==> src/rtl/histogram_compressor_if.sv <==
// Handshake and result bundle between a pair-stream producer and the histogram compressor.
// The master side drives the stream and reads back the latched bin counts.
interface histogram_compressor_if #(
  parameter int COUNTER_WIDTH = 8
);
  logic                     start_compress;
  logic                     stream_a;
  logic                     stream_b;
  logic                     valid_in;
  logic                     last_in;
  logic                     ready_in;
  logic [COUNTER_WIDTH-1:0] count_00;
  logic [COUNTER_WIDTH-1:0] count_01;
  logic [COUNTER_WIDTH-1:0] count_10;
  logic [COUNTER_WIDTH-1:0] count_11;
  logic [COUNTER_WIDTH-1:0] total_count;
  logic                     counts_valid;
  logic                     compress_done;

  modport master (
    output start_compress, stream_a, stream_b, valid_in, last_in,
    input  ready_in, count_00, count_01, count_10, count_11, total_count,
           counts_valid, compress_done
  );

  modport slave (
    input  start_compress, stream_a, stream_b, valid_in, last_in,
    output ready_in, count_00, count_01, count_10, count_11, total_count,
           counts_valid, compress_done
  );
endinterface

==> src/rtl/histogram_compressor.sv <==
// Bins a pair of unary bitstreams into four occurrence counters (00/01/10/11) and
// latches the counts plus their total at end of stream for the downstream decompressor.
module histogram_compressor #(
  parameter int STREAM_LENGTH = 128,
  parameter int COUNTER_WIDTH = $clog2(STREAM_LENGTH + 1)
) (
  input logic                   clk,
  input logic                   rst,
  histogram_compressor_if.slave bus
);
  typedef enum logic [1:0] {IDLE, COUNT, DONE} state_t;

  localparam logic [COUNTER_WIDTH-1:0] LAST_TOTAL = COUNTER_WIDTH'(STREAM_LENGTH - 1);
  localparam logic [COUNTER_WIDTH-1:0] ONE        = COUNTER_WIDTH'(1);

  state_t                   state;
  state_t                   state_next;
  logic [COUNTER_WIDTH-1:0] bin [4];
  logic [COUNTER_WIDTH-1:0] total;
  logic [1:0]               sel;
  logic                     accept;
  logic                     run_start;

  assign sel          = {bus.stream_a, bus.stream_b};
  assign bus.ready_in = (state == COUNT);
  assign accept       = bus.valid_in && (state == COUNT);
  assign run_start    = (state == IDLE) && bus.start_compress;

  always_ff @(posedge clk) begin
    if (rst) state <= IDLE;
    else     state <= state_next;
  end

  // A run ends on last_in (with or without a pair) or when the accepted pair fills the stream.
  always_comb begin
    state_next = state;
    unique case (state)
      IDLE:  if (bus.start_compress) state_next = COUNT;
      COUNT: begin
        if (bus.last_in)                        state_next = DONE;
        else if (accept && total == LAST_TOTAL) state_next = DONE;
      end
      DONE:  state_next = IDLE;
      default: state_next = IDLE;
    endcase
  end

  always_ff @(posedge clk) begin
    if (rst || run_start) begin
      for (int i = 0; i < 4; i++) bin[i] <= '0;
      total <= '0;
    end else if (accept) begin
      bin[sel] <= bin[sel] + ONE;
      total    <= total + ONE;
    end
  end

  // Results change only on the edge leaving DONE, so they stay stable through the next run.
  always_ff @(posedge clk) begin
    if (rst) begin
      bus.count_00      <= '0;
      bus.count_01      <= '0;
      bus.count_10      <= '0;
      bus.count_11      <= '0;
      bus.total_count   <= '0;
      bus.counts_valid  <= 1'b0;
      bus.compress_done <= 1'b0;
    end else begin
      bus.compress_done <= (state == DONE);
      if (run_start) bus.counts_valid <= 1'b0;
      if (state == DONE) begin
        bus.count_00     <= bin[0];
        bus.count_01     <= bin[1];
        bus.count_10     <= bin[2];
        bus.count_11     <= bin[3];
        bus.total_count  <= total;
        bus.counts_valid <= 1'b1;
      end
    end
  end
endmodule

==> src/flat_wrapper.sv <==
// flat-port wrapper written by rule: the top's interface ports become plain ports
module histogram_compressor_flat 
#(
  parameter int STREAM_LENGTH = 128,
  parameter int COUNTER_WIDTH = $clog2(STREAM_LENGTH + 1)
)
  (clk, rst, bus_start_compress, bus_stream_a, bus_stream_b, bus_valid_in, bus_last_in, bus_ready_in, bus_count_00, bus_count_01, bus_count_10, bus_count_11, bus_total_count, bus_counts_valid, bus_compress_done);
  histogram_compressor_if #(.COUNTER_WIDTH(COUNTER_WIDTH)) bus_i ();
  input logic clk;
  input logic rst;
  input wire logic [$bits(bus_i.start_compress)-1:0] bus_start_compress;
  input wire logic [$bits(bus_i.stream_a)-1:0] bus_stream_a;
  input wire logic [$bits(bus_i.stream_b)-1:0] bus_stream_b;
  input wire logic [$bits(bus_i.valid_in)-1:0] bus_valid_in;
  input wire logic [$bits(bus_i.last_in)-1:0] bus_last_in;
  output wire logic [$bits(bus_i.ready_in)-1:0] bus_ready_in;
  output wire logic [$bits(bus_i.count_00)-1:0] bus_count_00;
  output wire logic [$bits(bus_i.count_01)-1:0] bus_count_01;
  output wire logic [$bits(bus_i.count_10)-1:0] bus_count_10;
  output wire logic [$bits(bus_i.count_11)-1:0] bus_count_11;
  output wire logic [$bits(bus_i.total_count)-1:0] bus_total_count;
  output wire logic [$bits(bus_i.counts_valid)-1:0] bus_counts_valid;
  output wire logic [$bits(bus_i.compress_done)-1:0] bus_compress_done;
  assign bus_i.start_compress = bus_start_compress;
  assign bus_i.stream_a = bus_stream_a;
  assign bus_i.stream_b = bus_stream_b;
  assign bus_i.valid_in = bus_valid_in;
  assign bus_i.last_in = bus_last_in;
  assign bus_ready_in = bus_i.ready_in;
  assign bus_count_00 = bus_i.count_00;
  assign bus_count_01 = bus_i.count_01;
  assign bus_count_10 = bus_i.count_10;
  assign bus_count_11 = bus_i.count_11;
  assign bus_total_count = bus_i.total_count;
  assign bus_counts_valid = bus_i.counts_valid;
  assign bus_compress_done = bus_i.compress_done;
  histogram_compressor #(.STREAM_LENGTH(STREAM_LENGTH), .COUNTER_WIDTH(COUNTER_WIDTH)) u_core (.clk(clk), .rst(rst), .bus(bus_i));
endmodule
==> config.mk <==
export PLATFORM = sky130hd
export DESIGN_NAME = histogram_compressor_flat
export DESIGN_NICKNAME = d
export VERILOG_FILES = /design/src/rtl/histogram_compressor_if.sv /design/src/rtl/histogram_compressor.sv /design/src/flat_wrapper.sv
export SDC_FILE = /design/constraint.sdc
export NUM_CORES = 1
export LEC_CHECK = 0
export ABC_AREA = 0
export CAP_MARGIN = 10
export CORE_MARGIN = 2
export CORE_UTILIZATION = 45
export CTS_CLUSTER_DIAMETER = 200
export CTS_CLUSTER_SIZE = 20
export DETAILED_ROUTE_END_ITERATION = 10
export GPL_TIMING_DRIVEN = 1
export PLACE_DENSITY = 0.75
export SYNTH_ARGS = -nofsm -noshare
export SYNTH_HDL_FRONTEND = slang
export SYNTH_SLANG_ARGS = --single-unit
==> constraint.sdc <==
create_clock -name clk -period 2.35 [get_ports clk]
set_input_delay 0.3525 -clock clk [delete_from_list [all_inputs] [get_ports clk]]
set_output_delay 0.3525 -clock clk [all_outputs]
set_load 0.01 [all_outputs]
# Yosys cells after proc, flatten, opt, wreduce, memory -nomap -nowiden

Memories as Yosys holds them, arrays and structs flattened. A register that Yosys moved wholly into a read port is not among the register bits.
Index checks and enable logic that the tools add are counted.

Register bits: 20
Bits in writable memories: 32
Output and inout port bits: 43
Logic and storage cells: 35
Memories kept: 1

Add/sub/neg operators: 2
Eq/ne operators: 5
Mux-type cells: 14
Reductions and logical operators: 8

Memory list:

| name       | depth | width | read ports | clocked after Yosys merged registers in | write ports | line                       | source |
|---|---|---|---|---|---|---|---|
| u_core.bin | 4     | 8     | 5          | 4                                       | 4           | histogram_compressor.sv:18 | `logic [COUNTER_WIDTH-1:0] bin [4];` |

Operator list:

| operator                                               | number |
|---|---|
| adder 8 x 1 -> 8 bit (second input constant)           | 2 |
| equality test 8 x 7 -> 1 bit (second input constant)   | 1 |
| two-way mux 1 bit                                      | 8 |
| two-way mux 2 bit                                      | 4 |
| two-way mux 8 bit                                      | 1 |
| OR reduction 8 bit                                     | 1 |
| one-hot mux 2 bit (2 select lines)                     | 1 |
| logical AND 1 bit                                      | 3 |
| inequality test 3 x 2 -> 1 bit (second input constant) | 1 |
| equality test 2 x 1 -> 1 bit (second input constant)   | 1 |
| equality test 2 bit (second input constant)            | 1 |
| zero test 2 bit                                        | 1 |
| inequality test 2 bit (second input constant)          | 1 |
| AND reduction 2 bit                                    | 1 |
| nonzero test 2 bit                                     | 1 |
| logical OR 1 bit                                       | 1 |

# Logic depth before layout (Yosys ltp)

Depth after elaboration: 7
Mapped depth: 7
Mapped depth without buffers: 5

# Worst setup path after synthesis

Ideal clock, no wire load.

Kind: reg2reg
From: register u_core.state[0]
To: memory u_core.bin[3][0] (enable)
Library setup time: 0.384 ns
Arrival: 1.561 ns
Required time: 1.966 ns
Setup slack: 0.405 ns
Stages on the path, launching flop included: 4
Path buffers: 0
Period minus slack after synthesis: 1.945 ns
Path through: dfxtp_1 -> nor2b_1 -> nand2_1 -> o21ai_0

RTL lines:

| item                   | line                       | source |
|---|---|---|
| from (decl)            | histogram_compressor.sv:16 | `state_t state;` |
| from (signal assigned) | histogram_compressor.sv:31 | `else state <= state_next;` |
| to (decl)              | histogram_compressor.sv:18 |  |

==> metrics.txt <==
Synth Area in Adders 0.00725; CP cell instances clkdlybuf4s50_1, buf_4, mux4_2, ha_1, xnor2_1, nor2_1; slowest cell on the critical path mux4_2; final wirelength 8060 µm; max-slew violation count 0; number of synthesized flops with an enable pin 32; vias per cell 5.30; Peak VDD IR 0.339 mV; CTS H-tree depth 3; Crit Path Category in -> reg; initial antenna violation count 0; Leakage 1.53 nW; Synthesized Nets 357; most common cell after layout, fill and taps aside nand2_1; Die ar. 0.00839 mm²; row cnt 31; routed len/inst 15.4 µm; total core area 0.00733 mm²; CTS clk-pin slew, worst paths 0.08 ns; layout overhead on the synthesized area 27.9%; Post-CTS Hold Fix Bufs 0; Final Skew 0.0109 ns; 1st-pass router iterations 5; Clock Sinks 84; hold_ws 0.453 ns; Compound-Gate Fraction of Synth Area 0.0801; Clock Path Buffers 2; portion of netlist area occupied by mux cells 0.0555; Tcrit/Tclk final 0.934; Fin. Hold Viols 0; DRT iter0 DRCs 191; worst-path fanout max 7; prevailing post-synth register cell dfxtp_1; Synth Area in XOR/XNOR 0.0254; Detail Placement HPWL 5740 µm; vias in the first global route 2729; routed vias 2767; PD cells 645 mW/mm²; port bufs 49; Critical Path Sink Type register; Syn. warnings 0; Initial Util 0.471; Antenna Nets Post-Route 0; placed cells 506; max_slew headroom 0.689; Max Clock Freq 456 MHz; worst hold path type reg -> reg; worst reg2reg path depth 4; CP Data Required Time 2.45 ns; # Max-Cap Violations 0; grt total ovfl 0; DRC 0; total track usage 0.211; diode count 0; Post-synth ARST share 0; total power 0.00285 W; most frequent cells in the layout nand2_1 (93), dfxtp_1 (52), clkdlybuf4s50_1 (49); crit path launch type input pin; hold depth 2; Routability Congestion 0.915; outcome finished clean; unrepaired setup endpoints after global routing no; largest net degree at the start of global routing 43; final setup fails 0; Clock Root Buffer clkbuf_8; largest family of logic cells by synthesized area simple AND/OR/NAND/NOR gates; Simple-Gate Fraction of Synth Area 0.220; io pins 50; layout cell share with drive strength beyond 1 0.142; Final Non-Filler Cells 522; Die X 91.6 µm; Period minus WS final 2.19 ns; synth top area cells dfxtp_1 (30%), edfxtp_1 (28%), nand2_1 (10%), a21oi_1 (6.5%), mux4_2 (5.2%); NumNets Final 427; Slew @ Worst Pin 0.465 ns; sequential share of the synthesized area 0.580; FF+latch count, synth 84; chip height 91.6 µm; Core Util, Final 0.602; CTS tree yes; Skew-Pair Late Insertion Delay 0.36 ns; Worst EP arrival 2.30 ns; Synth top area share 0.302; syn_area_per_cell 9.92 µm²; first-pass GRT wire length 13600 µm; cts bufs inserted 9; largest area contributor in the synthesized netlist dfxtp_1; Post-Synthesis Cell Area 0.00345 mm²; post-synth cell types 40; Mapped Cells 348; CP max stage delay 0.56 ns
## logic make-up after synthesis
family	after synthesis
multiplexers	9
adder cells (fa/ha/maj)	2
AO/OA/AOI/OAI	53
buffers and inverters	24
XOR/XNOR	10
AND/OR/NAND/NOR	166
flip-flops	84
## report_power, final
group / switching [W] / internal [W] / leakage, nW
Sequential: 0.0000337 / 0.00156 / 0.769
Clock: 0.000520 / 0.000495 / 0.0862
Combinational: 0.000134 / 0.000106 / 0.674
## final timing paths
path	slack, ns	start	endpoint
max	0.16	bus_stream_b	u_core.bin[0][2]$_SDFFCE_PN0P_
min	0.45	bus_count_11[7]$_SDFFE_PP0P_	bus_count_11[7]$_SDFFE_PP0P_
max reg2reg	0.38	u_core.state[0]$_SDFFE_PP0P_	u_core.bin[1][1]$_SDFFCE_PN0P_
min reg2reg	0.45	bus_count_11[7]$_SDFFE_PP0P_	bus_count_11[7]$_SDFFE_PP0P_
## stage by stage
step	setup slack [ns]	TNS (ns)	cell area [µm²]
finish	0.155	0	4410
CTS	0.146	0	4410
floorplan	0.405	0	3450
global placement	-0.199	-2.56	4210
detailed placement	-0.227	-3.26	4210
global route	0.0195	0	4410
## synth_stat cells, types with 2 or more instances
cell / number
nand2_1: 93
dfxtp_1: 52
a21oi_1: 45
nor2_1: 33
edfxtp_1: 32
clkbuf_1: 17
nand3_1: 9
mux4_2: 8
xor2_1: 6
nor3b_1: 5
xnor2_1: 4
inv_1: 3
and3_1: 2
and4_1: 2
buf_6: 2
ha_1: 2
nand2b_1: 2
nand4_1: 2
nand4b_1: 2
nor2b_1: 2
nor3_1: 2
nor4b_1: 2
o21ai_0: 2
o21ai_1: 2
or4_1: 2
## flip-flops by register name (all words and copies together), names as in the netlist
signal	cells
bus_count_00	8
u_core.bus.total_count	8
bus_count_10	8
u_core.bin	32
u_core.bus.compress_done	1
u_core.state	2
bus_count_11	8
bus_count_01	8
u_core.total	8
u_core.bus.counts_valid	1
## per-layer routing
layer / GRT usage / wire length [µm]
met1: 0.277 / 3600
met3: 0.0465 / 428
met4: 0.105 / 221
met2: 0.331 / 3810
met5: 0 / 0
## area by class of cell
| cell class | instances | area [µm²] |
|---|---|---|
| clock buffers | 11 | 131 |
| clock inverters | 5 | 61.3 |
| fillers | 619 | 2920 |
| inverters | 3 | 11.3 |
| multi-input cells | 240 | 1350 |
| flip-flops and latches | 84 | 2000 |
| well taps | 99 | 124 |
| repair buffers | 80 | 736 |
## what timing repair did
action / in CTS / in global routing
setup endpoints to repair: 0 / 2
hold endpoints to repair: 0 / 0
resized for setup: 0 / 1
setup buffers: 0 / 0
## worst max-delay path, delay by kind of cell
kind | cells | cell delay (ns)
adders and majority gates | 1 | 0.28
and+or+nand+nor | 1 | 0.10
muxes | 1 | 0.56
buffers and inverters | 2 | 0.66
xor gates and xnor gates | 1 | 0.35
(Power assumes the default switching activity.)
